File: src/rtl/ysyx_lsu_ctrl.sv
//------------------------------------------------------------------------------
// Module   : ysyx_lsu_ctrl
// Brief    : Single-outstanding load/store unit between execute stage and data bus.
//            Optional macro YSYX_LSU_MISALIGN_TRAP_EN enables the misalign trap.
// Revision : 1.0 - initial release
//------------------------------------------------------------------------------
`default_nettype none

`ifndef YSYX_W_WIDTH
`define YSYX_W_WIDTH 32
`endif

module ysyx_lsu_ctrl #(
    parameter int BIT_W = `YSYX_W_WIDTH
) (
    input  logic             clk,
    input  logic             rst,
    input  logic             exu_avalid_i,
    input  logic [BIT_W-1:0] exu_addr_i,
    input  logic [BIT_W-1:0] exu_wdata_i,
    input  logic             exu_ren_i,
    input  logic             exu_wen_i,
    input  logic [2:0]       exu_func3_i,
    output logic [BIT_W-1:0] lsu_rdata_o,
    output logic             lsu_rvalid_o,
    output logic             lsu_wready_o,
    output logic             lsu_err_o,
    output logic             bus_req_o,
    output logic             bus_we_o,
    output logic [BIT_W-1:0] bus_addr_o,
    output logic [BIT_W-1:0] bus_wdata_o,
    output logic [3:0]       bus_wstrb_o,
    input  logic             bus_gnt_i,
    input  logic             bus_rsp_valid_i,
    input  logic [BIT_W-1:0] bus_rdata_i,
    input  logic             bus_rsp_err_i
);

    localparam logic [1:0] S_IDLE = 2'd0;
    localparam logic [1:0] S_REQ  = 2'd1;
    localparam logic [1:0] S_RESP = 2'd2;
    localparam logic [1:0] S_DONE = 2'd3;

    localparam logic [2:0] F3_B  = 3'b000;
    localparam logic [2:0] F3_H  = 3'b001;
    localparam logic [2:0] F3_BU = 3'b100;
    localparam logic [2:0] F3_HU = 3'b101;

    logic [1:0]       state_q, state_d;
    logic             we_q, we_d;
    logic [2:0]       func3_q, func3_d;
    logic [1:0]       off_q, off_d;
    logic             bus_req_q, bus_req_d;
    logic             bus_we_q, bus_we_d;
    logic [BIT_W-1:0] bus_addr_q, bus_addr_d;
    logic [BIT_W-1:0] bus_wdata_q, bus_wdata_d;
    logic [3:0]       bus_wstrb_q, bus_wstrb_d;
    logic             rvalid_q, rvalid_d;
    logic             wready_q, wready_d;
    logic             err_q, err_d;
    logic [BIT_W-1:0] rdata_q, rdata_d;

    logic             w_accept;
    logic [1:0]       w_off;
    logic             w_is_word;
    logic [3:0]       w_strb;
    logic [BIT_W-1:0] w_wdata_sh;
    logic             w_misalign;
    logic [BIT_W-1:0] w_rsh;
    logic [7:0]       w_byte;
    logic [15:0]      w_half;
    logic [BIT_W-1:0] w_ld_fmt;

    assign w_accept  = exu_avalid_i & (exu_ren_i | exu_wen_i);
    assign w_off     = exu_addr_i[1:0];
    assign w_is_word = exu_func3_i[1];

    // Word accesses ignore the low address bits; sub-word lanes follow the offset.
    always_comb begin
        w_strb     = 4'b1111;
        w_wdata_sh = exu_wdata_i;
        if (!w_is_word) begin
            w_wdata_sh = exu_wdata_i << {w_off, 3'b000};
            if (exu_func3_i[0]) begin
                w_strb = 4'b0011 << w_off;
            end else begin
                w_strb = 4'b0001 << w_off;
            end
        end
    end

`ifdef YSYX_LSU_MISALIGN_TRAP_EN
    assign w_misalign = w_is_word ? (w_off != 2'b00)
                                  : (exu_func3_i[0] & w_off[0]);
`else
    assign w_misalign = 1'b0;
`endif

    assign w_rsh  = bus_rdata_i >> {off_q, 3'b000};
    assign w_byte = w_rsh[7:0];
    assign w_half = w_rsh[15:0];

    always_comb begin
        case (func3_q)
            F3_B:    w_ld_fmt = {{(BIT_W-8){w_byte[7]}}, w_byte};
            F3_H:    w_ld_fmt = {{(BIT_W-16){w_half[15]}}, w_half};
            F3_BU:   w_ld_fmt = {{(BIT_W-8){1'b0}}, w_byte};
            F3_HU:   w_ld_fmt = {{(BIT_W-16){1'b0}}, w_half};
            default: w_ld_fmt = bus_rdata_i;
        endcase
    end

    always_comb begin
        state_d     = state_q;
        we_d        = we_q;
        func3_d     = func3_q;
        off_d       = off_q;
        bus_req_d   = bus_req_q;
        bus_we_d    = bus_we_q;
        bus_addr_d  = bus_addr_q;
        bus_wdata_d = bus_wdata_q;
        bus_wstrb_d = bus_wstrb_q;
        rdata_d     = rdata_q;
        rvalid_d    = 1'b0;
        wready_d    = 1'b0;
        err_d       = 1'b0;

        case (state_q)
            S_IDLE: begin
                if (w_accept) begin
                    we_d    = exu_wen_i;
                    func3_d = exu_func3_i;
                    off_d   = w_off;
                    if (w_misalign) begin
                        // Trap completes without touching the bus.
                        state_d  = S_DONE;
                        rvalid_d = ~exu_wen_i;
                        wready_d = exu_wen_i;
                        err_d    = 1'b1;
                        if (!exu_wen_i) begin
                            rdata_d = '0;
                        end
                    end else begin
                        state_d     = S_REQ;
                        bus_req_d   = 1'b1;
                        bus_we_d    = exu_wen_i;
                        bus_addr_d  = {exu_addr_i[BIT_W-1:2], 2'b00};
                        bus_wdata_d = exu_wen_i ? w_wdata_sh : '0;
                        bus_wstrb_d = exu_wen_i ? w_strb : 4'b0000;
                    end
                end
            end
            S_REQ: begin
                if (bus_gnt_i) begin
                    bus_req_d = 1'b0;
                    state_d   = S_RESP;
                end
            end
            S_RESP: begin
                if (bus_rsp_valid_i) begin
                    state_d  = S_DONE;
                    rvalid_d = ~we_q;
                    wready_d = we_q;
                    err_d    = bus_rsp_err_i;
                    if (!we_q) begin
                        rdata_d = bus_rsp_err_i ? '0 : w_ld_fmt;
                    end
                end
            end
            default: begin
                state_d = S_IDLE;
            end
        endcase
    end

    always_ff @(posedge clk) begin
        if (rst) begin
            state_q     <= S_IDLE;
            we_q        <= 1'b0;
            func3_q     <= 3'b000;
            off_q       <= 2'b00;
            bus_req_q   <= 1'b0;
            bus_we_q    <= 1'b0;
            bus_addr_q  <= '0;
            bus_wdata_q <= '0;
            bus_wstrb_q <= 4'b0000;
            rvalid_q    <= 1'b0;
            wready_q    <= 1'b0;
            err_q       <= 1'b0;
            rdata_q     <= '0;
        end else begin
            state_q     <= state_d;
            we_q        <= we_d;
            func3_q     <= func3_d;
            off_q       <= off_d;
            bus_req_q   <= bus_req_d;
            bus_we_q    <= bus_we_d;
            bus_addr_q  <= bus_addr_d;
            bus_wdata_q <= bus_wdata_d;
            bus_wstrb_q <= bus_wstrb_d;
            rvalid_q    <= rvalid_d;
            wready_q    <= wready_d;
            err_q       <= err_d;
            rdata_q     <= rdata_d;
        end
    end

    assign lsu_rdata_o  = rdata_q;
    assign lsu_rvalid_o = rvalid_q;
    assign lsu_wready_o = wready_q;
    assign lsu_err_o    = err_q;
    assign bus_req_o    = bus_req_q;
    assign bus_we_o     = bus_we_q;
    assign bus_addr_o   = bus_addr_q;
    assign bus_wdata_o  = bus_wdata_q;
    assign bus_wstrb_o  = bus_wstrb_q;

endmodule

`default_nettype wire

File: config.mk
export PLATFORM = sky130hd
export DESIGN_NAME = ysyx_lsu_ctrl
export DESIGN_NICKNAME = d
export VERILOG_FILES = /design/src/rtl/ysyx_lsu_ctrl.sv
export SDC_FILE = /design/constraint.sdc
export NUM_CORES = 1
export LEC_CHECK = 0
export ABC_AREA = 1
export CORE_MARGIN = 2
export CORE_UTILIZATION = 60
export DETAILED_ROUTE_END_ITERATION = 6
export DONT_BUFFER_PORTS = 1
export GPL_ROUTABILITY_DRIVEN = 0
export PLACE_DENSITY = 0.76
export RECOVER_POWER = 50
export SLEW_MARGIN = 20
export SYNTH_ARGS = -nofsm -noshare
export SYNTH_HDL_FRONTEND = slang
export SYNTH_SLANG_ARGS = --single-unit
File: constraint.sdc
create_clock -name clk -period 2.61 [get_ports clk]
set_input_delay 0.6525 -clock clk [delete_from_list [all_inputs] [get_ports clk]]
set_output_delay 0.6525 -clock clk [all_outputs]
set_load 0.02 [all_outputs]
* Word-level counts from Yosys, hierarchy flattened *
Cells that the tools add are included.

word-level totals
  register bits after elaboration = 110
  bits of input ports = 107
  output and inout bits = 105

cells by class
  equality and inequality tests = 8
  shift operators = 4
  mux-type cells = 14
  bitwise operators = 5
  reductions and logical operators = 8

operators by type and width
  cell                 number
  $pmux 32 s4          1
  $mux 32              3
  $shl 32x5->32        1
  $shr 32x5->16        1
  $mux 4               3
  $reduce_and 3->1     3
  $eq 3x3->1 const B   2
  $mux 2               3
  $ne 2x2->1 const B   3
  $pmux 2 s3           1
  $shl 1x2->4 const A  1
  $shl 2x2->4 const A  1
  $eq 3x1->1 const B   1
  $logic_not 3->1      1
  $not 1->1            3
  $reduce_or 3->1      1
  $eq 2x1->1 const B   1
  $eq 2x2->1 const B   1
  $logic_not 2->1      1
  $mux 1               2
  $pmux 1 s2           1
  $reduce_and 2->1     1
  $reduce_bool 2->1    1
  $and 1x1->1          1
  $or 1x1->1           1

* Depth between registers and ports, before layout *
  depth after elaboration = 4
  mapped depth = 11
  depth with buffers taken out = 9

* Worst setup path after synthesis *
OpenSTA, ideal clock, no wires.

  kind = input-to-reg
  from = in exu_addr_i[1]
  to = reg bus_wstrb_q[2], in the netlist bus_wstrb_o[2]
  library setup time = 140 ps
  arrival time = 1417 ps
  setup slack = 1053 ps
  stages = 6
  path buffers = 2
  cell sequence = inv_1 > buf_2 > buf_2 > o21ai_0 > o21ai_0 > a21oi_1

between the ends
  longest elaborated chain between the ends = 4
  elaborated cells between the ends (all ways) = 5
  classes of those cells = shift: 2; mux: 3

RTL lines
  what                                        RTL line  source
  start: declaration                          19        input logic [BIT_W-1:0] exu_addr_i,
  $shl 2x2->4 or $shl 1x2->4 (tied branches)  85, 87
  $mux 4 *                                    84        if (exu_func3_i[0]) begin
  $mux 4 *                                    82        if (!w_is_word) begin
  $mux 4 *                                    149       bus_wstrb_d = exu_wen_i ? w_strb : 4'b0000;
  end signal: assignment                      200       bus_wstrb_q <= bus_wstrb_d;
  end: declaration                            57        logic [3:0] bus_wstrb_q, bus_wstrb_d;

Every way passes the cells marked *; elsewhere a longest branch is shown, timed or not.
A chain may end at the register's enable or synchronous reset.

* Worst setup path in the final report *
  from = reg state_q[0]
  to = reg bus_wdata_q[27], in the netlist bus_wdata_o[27]

between the ends
  longest elaborated chain between the ends = 2

RTL lines
  what                        RTL line  source
  start: declaration          49        logic [1:0] state_q, state_d;
  start signal: assignment    192       state_q <= state_d;
  $logic_not 2->1             128       case (state_q)
  $reduce_and 2->1 (no line)  n/a
  end signal: assignment      199       bus_wdata_q <= bus_wdata_d;
  end: declaration            56        logic [BIT_W-1:0] bus_wdata_q, bus_wdata_d;

No other way between the ends.

==> results.json <==
{
  "critical_path_required_ps": 2920,
  "placed_area_sq_um": 5140,
  "io_pins": 212,
  "synth_area_leaders": "dfxtp_1, nand2_1, a21oi_1",
  "p_total_w": 0.00431,
  "cp_num_buf_inv": 2,
  "fin_area_sq_um": 5330,
  "grt.total_usage_pct": 29.2,
  "layout_common_cells": "nand2_1, a21oi_1, dfxtp_1, inv_1, o21ai_0",
  "internal_power_w": 0.00259,
  "critical_path_class": "reg -> reg",
  "timing_max_transition_violations_final": 0,
  "cp_top_family": "simple AND/OR/NAND/NOR gates",
  "drtIter0Drc": 213,
  "tightest_slew_ps": 647,
  "p_comb_share_pct": 25.9,
  "syn_inst": 731,
  "yosys.area.top_type": "dfxtp_1",
  "start_util_pct": 62.4,
  "cts_buffers": 9,
  "synth-edff-count": 0,
  "placed_cells": 797,
  "fill_cells": 786,
  "grt_pass1_vias": 4583,
  "skew_ps": 9.81,
  "p_clk_share_pct": 23.2,
  "cpPeakStageDelay_ps": 330,
  "crit_fanout": 27,
  "drc": 0,
  "layout-drive-gt1-share_pct": 8.62,
  "grt_pass1_wl_um": 22700,
  "area_delta_synth_final_pct": 2.90,
  "viasPerCell": 5.92,
  "syn_area_sq_um": 5180,
  "grt_max_degree": 103,
  "grt_overflow": 0,
  "slowest_stage": "dfxtp_1",
  "die_x_um": 96.9,
  "cts_htree_levels": 3,
  "port_buffers": 0,
  "core-area_sq_um": 8300,
  "critical_path.cell_chain": "inv_1 -> ha_1 -> nand3_4 -> nor2_4 -> buf_4 -> o21ai_0 -> a21o_1 -> a21oi_1",
  "antenna_found_initial": 0,
  "worstRegToRegCells": 8,
  "post_cts_buffers": 0,
  "peakVddDrop_v": 0.000481,
  "cp-start-kind": "flop",
  "finalCritPeriodShare_pct": 74.1,
  "power_density_nw_per_um2": 809,
  "clock-sinks": 110,
  "yosysWarnings": 0,
  "critPathCaptureType": "flop",
  "swShare_pct": 40.0,
  "rsz0062_at_grt": "no",
  "maxCapViolations": 0,
  "dieArea_sq_um": 9390,
  "worst_hold_slack_ps": 335,
  "ant_nets": 0,
  "synth_cell_types": 31,
  "p_seq_share_pct": 50.9,
  "multiInputGateArea_sq_um": 2560,
  "synthFlopType": "dfxtp_1",
  "finalHoldViolCount": 0,
  "cts_tree": "yes",
  "hold_path_depth": 1,
  "root_buffer": "clkbuf_8",
  "min_path_type": "in -> reg",
  "leakagePower_nw": 2.00,
  "finalSetupViolCount": 0,
  "final_common_cell": "nand2_1",
  "netSwitchingPower_w": 0.00172,
  "seq_area_frac_synth_pct": 42.5,
  "clk_latency_ps": 370,
  "synth_area_per_cell_sq_um": 7.09,
  "post-route-min-period_ps": 1930,
  "status": "finished, final reports clean",
  "synth_top_area_share_pct": 42.5,
  "cts_buffer_depth": 2,
  "crit_cells": 8,
  "finalNonFillerCells": 813,
  "ys_seq_elements": 110,
  "fmax_mhz": 517,
  "clk_pin_slew_ps": 110,
  "cts_hold_buf": 0,
  "n_antenna_cell": 0,
  "seq_area_sq_um": 2200,
  "ys_async_sr_fraction_pct": 0,
  "routed_wl_um": 14000,
  "fin_setup_tns_ps": 0,
  "first_pass_iters": 6,
  "critical_path_arrival_ps": 2240,
  "dr_total_vias": 4814,
  "cts-resized-gates": 0,
  "dp_hpwl_um": 10100,
  "design.final.nets": 813,
  "die-height_um": 96.9,
  "rows": 33,
  "maxSlewHeadroom_pct": 56.8,
  "routedWlPerCell_um": 17.2
}
==> sequential cells by signal, indices dropped and copies added, names as in the netlist <==
signal,cells
bus_wstrb_o,4
bus_addr_o,30
lsu_rdata_o,32
bus_we_o,1
off_q,2
bus_req_o,1
lsu_err_o,1
bus_wdata_o,32
lsu_rvalid_o,1
state_q,2
lsu_wready_o,1
func3_q,3
==> cells in the mapped netlist, drive strengths merged (8+ instances only) <==
library cell / instances
nand2: 235
a21oi: 128
dfxtp: 110
inv: 50
o21ai: 44
nor2: 37
clkbuf: 31
o211ai: 21
nand3: 20
buf: 17
o22ai: 14
a21o: 8
==> worst register-to-register path, cell delays in order (launching register included) <==
cell	delay (ps)
dfxtp_1	330
inv_1	100
ha_1	240
nand3_4	290
nor2_4	170
buf_4	280
o21ai_0	160
a21o_1	190
a21oi_1	110
==> power groups by stage <==
stage	Combinational (W)	Clock, W	Sequential [W]
global route	0.00127	0.00109	0.00222
floorplan	0.00100	0	0.00217
CTS	0.00111	0.00102	0.00220
finish	0.00112	0.00100	0.00219
global placement	0.00107	0	0.00223
detailed placement	0.00111	0	0.00223
==> stage by stage <==
stage	util (%)	setup WS, ps
floorplan	-	1050
global placement	62.0	642
detailed placement	62.0	548
CTS	64.3	673
global route	64.2	461
finish	64.2	676
==> kinds of logic after synthesis <==
kind of cell,count (synthesis),synth area share [%]
buffers and inverters,98,8.12
DFF,110,42.5
other,1,0.0724
and+or+nand+nor,298,24.2
AOI/OAI and AO/OA,221,24.4
adders and majority gates,3,0.725
==> path summary, 6_finish.rpt <==
kind | startpoint | to | slack [ps]
max | state_q[0] | bus_wdata_o[27] | 680
min | rst | bus_wdata_o[0] | 340
max reg2reg | state_q[0] | bus_wdata_o[27] | 680
min reg2reg | func3_q[2] | func3_q[2] | 520
==> metal layers <==
metal / GRT usage, % / share of wire [%] / vias up
met5: 0 / 0 / -
met4: 11.5 / 3.5 / 0
met3: 10.7 / 11 / 40
met2: 49.3 / 49 / 256
met1: 33.5 / 37 / 2169
li1: - / - / 2349
==> final cells by class <==
type                            instances  area share, %
Inverter                               50           3.52
Multi-Input combinational cell        524           48.1
Sequential cell                       110           41.3
Tap cell                              105           2.46
Clock inverter                          6           1.17
Timing Repair Buffer                    8           1.08
Clock buffer                           10           2.39
Power figures use the tool's default switching activity.
